## src/rtl/fft_sample_fetch.sv

```systemverilog
// rtl/fft_sample_fetch.sv - FFT sample fetcher: address queue, in-order memory reads, sample FIFO.
// Optional BYTE_SWAP_EN reverses the bytes of each read word before it enters the FIFO.
module fft_sample_fetch #(
    parameter int DW    = 32,
    parameter int DEPTH = 8,
    parameter int AQ_D  = 4
) (
    input  logic          clk,
    input  logic          rst,
    input  logic          start,
    output logic          busy,
    output logic          calc_enable,
    output logic          calc_pause,
    input  logic [31:0]   calc_addr,
    input  logic          calc_addr_valid,
    input  logic          calc_done,
    output logic          mem_req,
    output logic [31:0]   mem_addr,
    input  logic          mem_gnt,
    input  logic          mem_rvalid,
    input  logic [DW-1:0] mem_rdata,
    output logic          smp_valid,
    output logic [DW-1:0] smp_data,
    input  logic          smp_ready,
    output logic          smp_last,
    output logic          err
);

    localparam int AW = $clog2(DEPTH);
    localparam int PW = AW + 1;
    localparam int QA = (AQ_D > 1) ? $clog2(AQ_D) : 1;
    localparam int QW = $clog2(AQ_D) + 1;
    localparam logic [QW-1:0] AQ_FULL = QW'(AQ_D);
    localparam logic [QW-1:0] AQ_HI   = QW'(AQ_D - 2);
    localparam logic [QA-1:0] AQ_LAST = QA'(AQ_D - 1);
    localparam logic [PW-1:0] F_FULL  = PW'(DEPTH);
    localparam logic [PW:0]   CREDITS = (PW+1)'(DEPTH);

    typedef enum logic [1:0] {S_IDLE, S_RUN, S_DRAIN} state_t;
    state_t state, state_nx;

    logic [31:0]   aq_mem [AQ_D];
    logic [QA-1:0] aq_wr, aq_rd;
    logic [QW-1:0] aq_count;
    logic          aq_push, aq_pop, aq_full;

    logic [PW-1:0] outstanding;
    logic          rd_ok, credit_ok, done_seen, all_empty;

    logic [DW-1:0] fifo_mem [DEPTH];
    logic [PW-1:0] f_wr, f_rd, f_count;
    logic          f_push, f_pop, f_empty, f_full;
    logic [DW-1:0] f_wdata;

`ifdef BYTE_SWAP_EN
    if (DW % 8 != 0) begin : g_dw_check
        $error("BYTE_SWAP_EN needs DW to be a multiple of 8");
    end
    for (genvar i = 0; i < DW / 8; i++) begin : g_swap
        assign f_wdata[8*i +: 8] = mem_rdata[DW-8-8*i +: 8];
    end
`else
    assign f_wdata = mem_rdata;
`endif

    assign aq_full   = (aq_count == AQ_FULL);
    assign aq_pop    = mem_req & mem_gnt;
    assign aq_push   = calc_addr_valid & (!aq_full | aq_pop);
    // Credits count both reads in flight and words already buffered, so the FIFO cannot overflow.
    assign credit_ok = ({1'b0, outstanding} + {1'b0, f_count}) < CREDITS;
    assign mem_req   = (aq_count != '0) & credit_ok;
    assign mem_addr  = (aq_count != '0) ? aq_mem[aq_rd] : '0;
    assign calc_pause = (aq_count >= AQ_HI) | (mem_req & !mem_gnt);

    assign rd_ok   = mem_rvalid & (outstanding != '0);
    assign f_count = f_wr - f_rd;
    assign f_empty = (f_count == '0);
    assign f_full  = (f_count == F_FULL);
    assign f_pop   = smp_valid & smp_ready;
    assign f_push  = rd_ok & (!f_full | f_pop);

    assign smp_valid = !f_empty;
    assign smp_data  = f_empty ? '0 : fifo_mem[f_rd[AW-1:0]];
    assign all_empty = (aq_count == '0) & (outstanding == '0) & f_empty;
    assign smp_last  = smp_valid & done_seen & (aq_count == '0) & (outstanding == '0)
                     & (f_count == PW'(1));

    assign busy        = (state != S_IDLE);
    assign calc_enable = (state == S_RUN);

    always_comb begin
        state_nx = state;
        case (state)
            S_IDLE:  if (start) state_nx = S_RUN;
            S_RUN:   if (done_seen) state_nx = S_DRAIN;
            S_DRAIN: if ((f_pop & smp_last) | all_empty) state_nx = S_IDLE;
            default: state_nx = S_IDLE;
        endcase
    end

    always_ff @(posedge clk) begin
        if (rst) begin
            state     <= S_IDLE;
            done_seen <= 1'b0;
        end else begin
            state <= state_nx;
            if (state == S_IDLE && start)
                done_seen <= 1'b0;
            else if (state == S_RUN && calc_done)
                done_seen <= 1'b1;
        end
    end

    always_ff @(posedge clk) begin
        if (rst) begin
            aq_wr    <= '0;
            aq_rd    <= '0;
            aq_count <= '0;
            err      <= 1'b0;
        end else begin
            if (aq_push) aq_wr <= (aq_wr == AQ_LAST) ? '0 : aq_wr + 1'b1;
            if (aq_pop)  aq_rd <= (aq_rd == AQ_LAST) ? '0 : aq_rd + 1'b1;
            case ({aq_push, aq_pop})
                2'b10:   aq_count <= aq_count + 1'b1;
                2'b01:   aq_count <= aq_count - 1'b1;
                default: aq_count <= aq_count;
            endcase
            if (calc_addr_valid & aq_full & !aq_pop) err <= 1'b1;
        end
    end

    always_ff @(posedge clk) begin
        if (aq_push) aq_mem[aq_wr] <= calc_addr;
        if (f_push)  fifo_mem[f_wr[AW-1:0]] <= f_wdata;
    end

    always_ff @(posedge clk) begin
        if (rst) begin
            outstanding <= '0;
            f_wr        <= '0;
            f_rd        <= '0;
        end else begin
            case ({aq_pop, rd_ok})
                2'b10:   outstanding <= outstanding + 1'b1;
                2'b01:   outstanding <= outstanding - 1'b1;
                default: outstanding <= outstanding;
            endcase
            if (f_push) f_wr <= f_wr + 1'b1;
            if (f_pop)  f_rd <= f_rd + 1'b1;
        end
    end

endmodule

```

## config.mk

```make
export PLATFORM = sky130hd
export DESIGN_NAME = fft_sample_fetch
export DESIGN_NICKNAME = d
export VERILOG_FILES = /design/src/rtl/fft_sample_fetch.sv
export SDC_FILE = /design/constraint.sdc
export NUM_CORES = 1
export LEC_CHECK = 0
export ABC_AREA = 1
export CAP_MARGIN = 20
export CORE_MARGIN = 2
export CORE_UTILIZATION = 50
export CTS_BUF_LIST = sky130_fd_sc_hd__clkbuf_4
export CTS_CLUSTER_DIAMETER = 200
export DETAILED_ROUTE_END_ITERATION = 12
export GPL_TIMING_DRIVEN = 0
export HOLD_SLACK_MARGIN = 0.05
export PLACE_DENSITY = 0.7
export SYNTH_ARGS = -nofsm -noshare
export SYNTH_HDL_FRONTEND = slang
export SYNTH_SLANG_ARGS = --single-unit
export TNS_END_PERCENT = 50
```

## constraint.sdc

```tcl
create_clock -name clk -period 12.9 [get_ports clk]
set_input_delay 2.58 -clock clk [delete_from_list [all_inputs] [get_ports clk]]
set_output_delay 2.58 -clock clk [all_outputs]
set_load 0.02 [all_outputs]
```

# == Word level (Yosys, flattened, before mapping) ==
# Memory sizes are Yosys's and may differ from the RTL's. A register that Yosys moved wholly into a read port is not among the register bits.
# Cells that the tools add are included.
# word_totals
ff_bits,23
latchBits,0
mem_bits_rw,384
rom_bits,0
input_bits,72
memories,2
# op_classes
add_sub_neg,10
n_mul,0
div,0
magnitude_cmp,2
n_eq_ne,14
n_shift,0
mux,18
bitwise,20
reduce_logical,18
# memory_table
memory,depth,word_bits,rd,rd_clocked_by_memory_dff,write_ports,line,text
fifo_mem,8,32,1,1,1,50,logic [DW-1:0] fifo_mem [DEPTH];
aq_mem,4,32,1,1,1,42,logic [31:0] aq_mem [AQ_D];
# ops
operator,n
32-bit two-way mux,2
1-bit AND,16
2-bit two-way mux,7
"4-bit by 1-bit adder with 4-bit output, second input constant",3
"2-bit == test, second input constant",5
4-bit logical NOT,2
4-bit one-hot mux with 2 select lines,1
"2-bit by 1-bit == test with 1-bit output, second input constant",3
3-bit two-way mux,2
2-bit one-hot mux with 3 select lines,1
3-bit one-hot mux with 2 select lines,1
2-bit nonzero test,3
4-bit by 4-bit adder with 5-bit output,1
1-bit logical NOT,5
"5-bit by 4-bit < comparator with 1-bit output, second input constant",1
"2-bit by 1-bit adder with 2-bit output, second input constant",2
"4-bit by 1-bit == test with 1-bit output, second input constant",1
"4-bit == test, second input constant",1
1-bit two-way mux,4
"2-bit inequality test, second input constant",2
1-bit bitwise OR,4
4-bit nonzero test,1
"4-bit by 1-bit subtractor with 4-bit output, second input constant",1
4-bit subtractor,1
other kinds (11),12

# == Depth between registers and ports, before layout ==
# Gate-level depths: netlist of run 1.
# logic_depth
word_depth,11
mapped_depth,22

# == Worst setup path before layout of run 1 ==
# OpenSTA, ideal clock, no wires.
# synth_path
kind,input port to flip-flop
startpoint,in mem_rvalid
endpoint,"mem fifo_mem[4][0], enable pin"
setup_ps,461
arrival_time_ps,5223
t_required_ps,12439
slack_ps,7216
stages,4
cell_sequence,inv_1 > nor2_2 > nand2_4 > nor3_1
# synth_via
elab_chain_cells,4
# synth_lines
item,line,text
from (decl),20,"input logic mem_rvalid,"
1-bit AND,75,assign rd_ok = mem_rvalid & (outstanding != '0);
1-bit AND,80,assign f_push = rd_ok & (!f_full | f_pop);
1-bit two-way mux,134,if (f_push) fifo_mem[f_wr[AW-1:0]] <= f_wdata;
1-bit two-way mux (not written as such),134,
to (decl),50,
# No other way between the ends.

# == Final worst setup path of run 1 ==
# layout_path
startpoint,in mem_gnt
endpoint,out calc_pause
# layout_via
elab_chain_cells,3
# layout_lines
item,line,text
from (decl),19,"input logic mem_gnt,"
1-bit logical NOT,73,assign calc_pause = (aq_count >= AQ_HI) | (mem_req & !mem_gnt);
1-bit AND,73,
1-bit bitwise OR,73,
to (decl),13,"output logic calc_pause,"
# No other way between the ends.

==> results of run 1 <==
## metal layers
layer | track usage | up-vias | routed length [microns]
li1 | - | 5431 | -
met1 | 0.306 | 5681 | 16600
met2 | 0.388 | 542 | 20200
met3 | 0.0510 | 82 | 3320
met4 | 0.0962 | 2 | 939
met5 | 0 | - | 13
## cells by family (layout without fill, tap and decap cells)
kind of cell    Yosys count  count (layout)
xor+xnor                  9               9
buf+inv                 127             467
other cells               0               2
simple gates            489             489
fa+ha+maj                18              18
flops                   412             412
compound gates          289             289
## per-stage QoR
stage,utilization,cells,hold slack (ps),cell area (sq um),setup slack (ps)
after floorplan,-,1344,447,16800,7220
after global placement,0.563,1934,470,18700,4510
after detailed placement,0.576,1954,478,19200,6400
after CTS,0.615,2132,488,20500,6380
after global routing,0.615,2133,509,20500,6260
final,0.616,2134,484,20500,6410
## cell type report
cell class              instances  area, sq um  area share
multi-input cells             805         4180       0.204
clock buffers                 153         1150      0.0561
plain buffers                  76          385      0.0188
diodes                          2         5.00    0.000244
clock inverters                25          155     0.00757
inverters                      51          194     0.00947
well taps                     448          561      0.0274
flip-flops and latches        412        12100       0.590
repair buffers                162         1770      0.0864
## synth_stat cells
cell type / number / area (sq um)
nand2_1: 260 / 976
nand2_2: 5 / 31.3
o21ai_1: 28 / 140
nor2_8: 1 / 20.0
ha_1: 16 / 200
dfxtp_1: 28 / 561
edfxtp_1: 384 / 11500
xnor2_1: 1 / 8.76
fa_1: 2 / 40.0
o21ai_0: 76 / 380
nor2_2: 1 / 6.26
nand2_4: 7 / 78.8
clkbuf_1: 23 / 86.3
a32oi_1: 32 / 280
nand3_2: 4 / 40.0
nor2_1: 183 / 687
buf_2: 35 / 175
a32o_1: 32 / 320
nor3_1: 5 / 25.0
xor2_1: 7 / 61.3
inv_2: 8 / 30.0
buf_1: 6 / 22.5
clkinv_1: 1 / 3.75
or2_0: 1 / 6.26
a21oi_2: 1 / 8.76
xnor2_2: 1 / 16.3
nand3_4: 1 / 17.5
inv_1: 41 / 154
o211a_1: 1 / 10.0
a21oi_1: 117 / 586
nor2_4: 3 / 33.8
nand3b_1: 1 / 7.51
nand3_1: 13 / 65.1
inv_4: 1 / 6.26
buf_6: 3 / 33.8
a31oi_1: 1 / 6.26
o211ai_1: 1 / 7.51
nor4_2: 1 / 12.5
nand4_1: 3 / 18.8
buf_4: 9 / 67.6
## registers in the layout, indices dropped and copies added (netlist names), named ones only
name         cells
aq_rd            2
aq_mem         128
aq_count         3
done_seen        1
outstanding      4
err              1
f_rd             4
state            2
aq_wr            2
fifo_mem       256
f_wr             4
## power breakdown
group | total [mW] | switching, mW | internal, mW | leakage, nW
registers | 1.62 | 0.0403 | 1.58 | 3.72
clock network | 1.09 | 0.515 | 0.579 | 0.784
logic | 1.96 | 1.21 | 0.744 | 2.82
## tightest hold or removal path, delay by kind of cell (launching register included)
| kind | cells | cell delay (ps) |
|---|---|---|
| AOI/OAI and AO/OA | 1 | 50 |
| DFF | 1 | 330 |
| and+or+nand+nor | 1 | 60 |
## how the worst max path moves through the flow
stage	cells after the start	slack, ps	endpoint	from
floorplan	4	7220	fifo_mem[4][0]$_DFFE_PP_	mem_rvalid
global placement	5	4510	fifo_mem[2][18]$_DFFE_PP_	mem_rvalid
detailed placement	3	6400	calc_pause	mem_gnt
CTS	3	6380	calc_pause	mem_gnt
global route	15	6260	calc_pause	f_wr[0]$_SDFFE_PP0P_
finish	3	6410	calc_pause	mem_gnt
## layout by cell type (no fill, tap or decap), drive strengths merged, types with 2 or more instances in the layout
cell type	instances
edfxtp	384
nand2	272
nor2	188
clkbuf	176
clkdlybuf4s50	142
a21oi	118
o21ai	104
buf	73
inv	53
a32oi	32
a32o	32
dfxtp	28
clkinv	21
nand3	18
ha	16
xor2	7
nor3	5
nand4	3
diode	2
fa	2
bufinv	2
xnor2	2
==> impl_results.md, run 1 <==
- Post-cts resize count: 0
- DRC: 0
- Post-synthesis share of cell area spent on xor and xnor gates: 0.00515
- Vias per cell: 5.50
- HPWL after detailed placement: 25.9 mm
- Worst hold path endpoint: f_wr[3]$_SDFFE_PP0P_
- Total length of routed wires: 41.0 mm
- Worst R2R Start: f_wr[0]$_SDFFE_PP0P_
- # port buffers: 142
- Area enclosed by the die boundary: 35000 sq um
- Worst Reg-to-Reg Cells: 17
- First-pass GRT wire length: 63.8 mm
- Post-Synth Adder-Cell Area: 0.0143
- Area growth from synthesis to layout: 22.2%
- Post-synthesis simple-gate area fraction: 0.121
- Routed Antenna Nets: 0
- Result of the run: finished clean
- DRC marker count from the first detailed-route iteration: 1245
- Crit end category: output pin
- Setup TNS: 0 ps
- Number of pins with negative max-slew slack in the final report: 0
- Routed length per instance: 19.2 microns
- Fmax: 154 MHz
- H-tree Lvls: 3
- Slowest library cell on the worst path: clkdlybuf4s50_1
- Crit path cell chain: clkdlybuf4s50_1 -> o211ai_1 -> clkdlybuf4s50_1
- Kind of start point of the critical path: primary input
- Number of cells traversed by the worst hold path: 2
- Post-synth design cell area: 16800 sq um
- Cell Pwr Density: 228 nW/um^2
- Clock slew at the register clock pins of the worst setup and hold paths: 70 ps
- Clk Latency, worst-skew pair: 800 ps
- Ports placed on the boundary: 143
- CTS buffer count: 104
- Routability cong.: 0.769
- Clock net sink count: 412
- Number of failing setup endpoints in the final timing report: 0
- Required time worst endpoint: 10320 ps
- Class of the tightest hold or removal check: reg -> reg
- Netlist cell types: 40
- Fin. Hold Viols: 0
- Sequential share of the synthesized area: 0.721
- Leakage power of the design: 7.32 nW
- Ys Warns: 0
- Beginning of the worst hold path: f_wr[3]$_SDFFE_PP0P_
- Root buffer cell: clkbuf_4
- Post-layout total power: 4.67 mW
- Mean post-synth cell area: 12.5 sq um
- Total overflow reported by the global router: 0
- Final period util: 0.503
- Worst slew slack as a fraction of its limit: 0.326
- Worst setup path category: in -> out
- Max Fanout on Critical Path: 3
- Pin count of the biggest net entering global routing: 29
- Total Nets Final: 1702
- Layout cell share with drive strength beyond 1: 0.162
- Cell count after synthesis: 1344
- Detailed Routing Iterations Pass 1: 5
- Antenna violations before repair: 3
- Worst setup skew after layout: 44.4 ps
- Buf+Inv Stages, Crit Path: 2
- Peak supply drop: 0.000162 V
- Initial cell density of the core: 0.504
- Critical path's largest stage delay: 640 ps
- Filler Cell Count: 2569
- Vias in the first global route: 11900
- Routed vias: 11700
- Clock buffer depth: 3
- Total global-route track usage: 0.236
- Portion of netlist area occupied by mux cells: 0
- Fin crit period: 6490 ps
- Total setup buffers inserted after CTS: 0
- Internal reg-to-reg setup slack: 9390 ps
- R2R Path End: aq_mem[0][5]$_DFFE_PP_
- Worst path most repeated cell: clkdlybuf4s50_1
- Arr. time, crit path: 3910 ps
- Main combinational cell family by area after synthesis: simple AND/OR/NAND/NOR gates
- Standard-cell row count: 67
- Clock tree from TritonCTS: yes
- Floorplan Core Area: 33300 sq um
- Overall die width: 187 microns
- Unrepaired setup endpoints after global routing: false
- Max-capacitance violation count: 0
- Crit-path leading delay family: buffers and inverters
- CTS Hold Bufs: 0
- Total of flip-flops plus latches after synthesis: 412
- Compound-cell area share of the yosys netlist: 0.104
- Worst-margin pin slew: 1010 ps
- Height of the chip: 187 microns
- Post-synth net total: 1434
(Power assumes the default switching activity.)
==> run 2: changes to the inputs <==
--- a/config.mk
+++ b/config.mk
@@ -14,7 +14,7 @@
 export DETAILED_ROUTE_END_ITERATION = 12
 export GPL_TIMING_DRIVEN = 0
 export HOLD_SLACK_MARGIN = 0.05
-export PLACE_DENSITY = 0.7
+export PLACE_DENSITY = 0.73
 export SYNTH_ARGS = -nofsm -noshare
 export SYNTH_HDL_FRONTEND = slang
 export SYNTH_SLANG_ARGS = --single-unit
==> constraint.sdc (replaced) <==
create_clock -name clk -period 5.95 [get_ports clk]
set_input_delay 1.19 -clock clk [delete_from_list [all_inputs] [get_ports clk]]
set_output_delay 1.19 -clock clk [all_outputs]
set_load 0.02 [all_outputs]
==> impl_results.md, run 2 (synthesis gave the netlist of run 1 again) <==
- Max-capacitance violation count: 0
- Clock net sink count: 412
- Setup TNS: 0 ps
- Core Util, Final: 0.615
- Critical path's largest stage delay: 660 ps
- Antenna violations before repair: 5
- Required time worst endpoint: 4760 ps
- Routed vias: 11500
- Routability cong.: 0.794
- Worst setup path category: reg -> out
- Total non-filler cell area in the finished layout: 20500 sq um
- Total overflow reported by the global router: 0
- Total Nets Final: 1702
- Leakage power of the design: 7.32 nW
- Area taken by flip-flops and latches: 12100 sq um
- # port buffers: 142
- Filler Cell Count: 2618
- Final period util: 0.844
- Total length of routed wires: 40.3 mm
- Cell area reported after detailed placement: 19100 sq um
- Fin. Hold Viols: 0
- Routed length per instance: 18.8 microns
- Area growth from synthesis to layout: 22.1%
- Worst setup skew after layout: 29.6 ps
- Crit end category: output pin
- Detailed Routing Iterations Pass 1: 5
- Crit-path leading delay family: buffers and inverters
- Vias per cell: 5.38
- Result of the run: finished clean
- Clock slew at the register clock pins of the worst setup and hold paths: 60 ps
- Post-route non-filler standard cell count: 2144
- Layout cell share with drive strength beyond 1: 0.162
- Clk Latency, worst-skew pair: 760 ps
- Number of flip-flops under the largest register name: 256
- Clock tree from TritonCTS: yes
- Kind of start point of the critical path: flip-flop
- Number of pins with negative max-slew slack in the final report: 0
- Max Fanout on Critical Path: 8
- Buf+Inv Stages, Crit Path: 4
- Cell count after placement: 1955
- Post-cts resize count: 0
- H-tree Lvls: 3
- HPWL after detailed placement: 25.6 mm
- Hold_ws: 487 ps
- Unrepaired setup endpoints after global routing: false
- First-pass GRT wire length: 62.4 mm
- Fmax: 199 MHz
- Most common cell after layout, fill and taps aside: edfxtp_1
- Worst slew slack as a fraction of its limit: 0.467
- Standard-cell row count: 67
- Clock buffer depth: 3
- Overall die width: 187 microns
- Floorplan Core Area: 33300 sq um
- Area taken by multi-input logic gates: 4180 sq um
- CTS Hold Bufs: 0
- Root buffer cell: clkbuf_4
- Total setup buffers inserted after CTS: 0
- Slowest library cell on the worst path: clkdlybuf4s50_1
- DRC marker count from the first detailed-route iteration: 962
- Ports placed on the boundary: 143
- Routed Antenna Nets: 0
- Arr. time, crit path: 3830 ps
- Vias in the first global route: 11700
- Number of failing setup endpoints in the final timing report: 0
- Area enclosed by the die boundary: 35000 sq um
- Pin count of the biggest net entering global routing: 29
- Cell Pwr Density: 492 nW/um^2
- Crit path cell chain: inv_1 -> ha_1 -> inv_1 -> nand3_1 -> nand2_1 -> nand2_2 -> nand2_4 -> inv_4 -> ha_1 -> nor2_1 -> nand2_1 -> nor2_4 -> nand2_4 -> o211ai_1 -> clkdlybuf4s50_1
- Initial cell density of the core: 0.504
- Total global-route track usage: 0.230
- DRC: 0
- Worst-margin pin slew: 794 ps
- Class of the tightest hold or removal check: reg -> reg
- Peak supply drop: 0.000324 V
- Height of the chip: 187 microns
- Slack of the critical path: 931 ps
- CTS buffer count: 103
- Pre-CTS setup slack: 1720 ps
- Highest-count cells in the layout ignoring fill and taps: edfxtp_1 (384), nand2_1 (260), nor2_1 (175), clkbuf_4 (148), clkdlybuf4s50_1 (142)
- Post-layout total power: 10.1 mW
- Fin crit period: 5020 ps
-- run 2: changes by cell type in the layout (fill, tap and decap cells not counted), moves of 4 or more --
cell      previous run  this run
clkinv_1            18        26
clkbuf_4           153       148
buf_12               3         7
buf_16               5         1
buf_6               11        15
buf_8                4         0
clkinv_2             3         7
-- run 2: path summary, 6_finish.rpt --
kind,slack (ps),cells after the start,startpoint,to
setup reg to reg,2400,17,f_wr[0]$_SDFFE_PP0P_,aq_mem[1][19]$_DFFE_PP_
hold / removal,490,2,f_wr[3]$_SDFFE_PP0P_,f_wr[3]$_SDFFE_PP0P_
setup / recovery,930,15,f_wr[0]$_SDFFE_PP0P_,calc_pause
hold reg to reg,490,2,f_wr[3]$_SDFFE_PP0P_,f_wr[3]$_SDFFE_PP0P_
-- run 2: power by group --
part / switching (mW) / leakage (nW) / internal, mW
Combinational: 2.62 / 2.81 / 1.61
Clock: 1.10 / 0.789 / 1.23
Sequential: 0.0863 / 3.72 / 3.42
Total: 3.81 / 7.32 / 6.26
-- run 2: metal layers --
| layer | global-route usage | wire length (microns) | vias up |
|---|---|---|---|
| li1 | - | - | 5441 |
| met1 | 0.289 | 15900 | 5498 |
| met2 | 0.384 | 20100 | 524 |
| met3 | 0.0572 | 3410 | 74 |
| met4 | 0.0962 | 917 | 4 |
| met5 | 0 | 30 | - |
-- run 2: worst min-delay path: stages, from the launching register on --
cell	delay (ps)
dfxtp_1	330
nand2_1	70
a21oi_1	50
-- run 2: cell type report --
class                   instances  area share
inverters                      51     0.00947
multi-input cells             805       0.204
diodes                          3    0.000367
clock buffers                 148      0.0543
flip-flops and latches        412       0.591
plain buffers                  76      0.0188
repair buffers                163      0.0846
well taps                     448      0.0274
clock inverters                38      0.0104
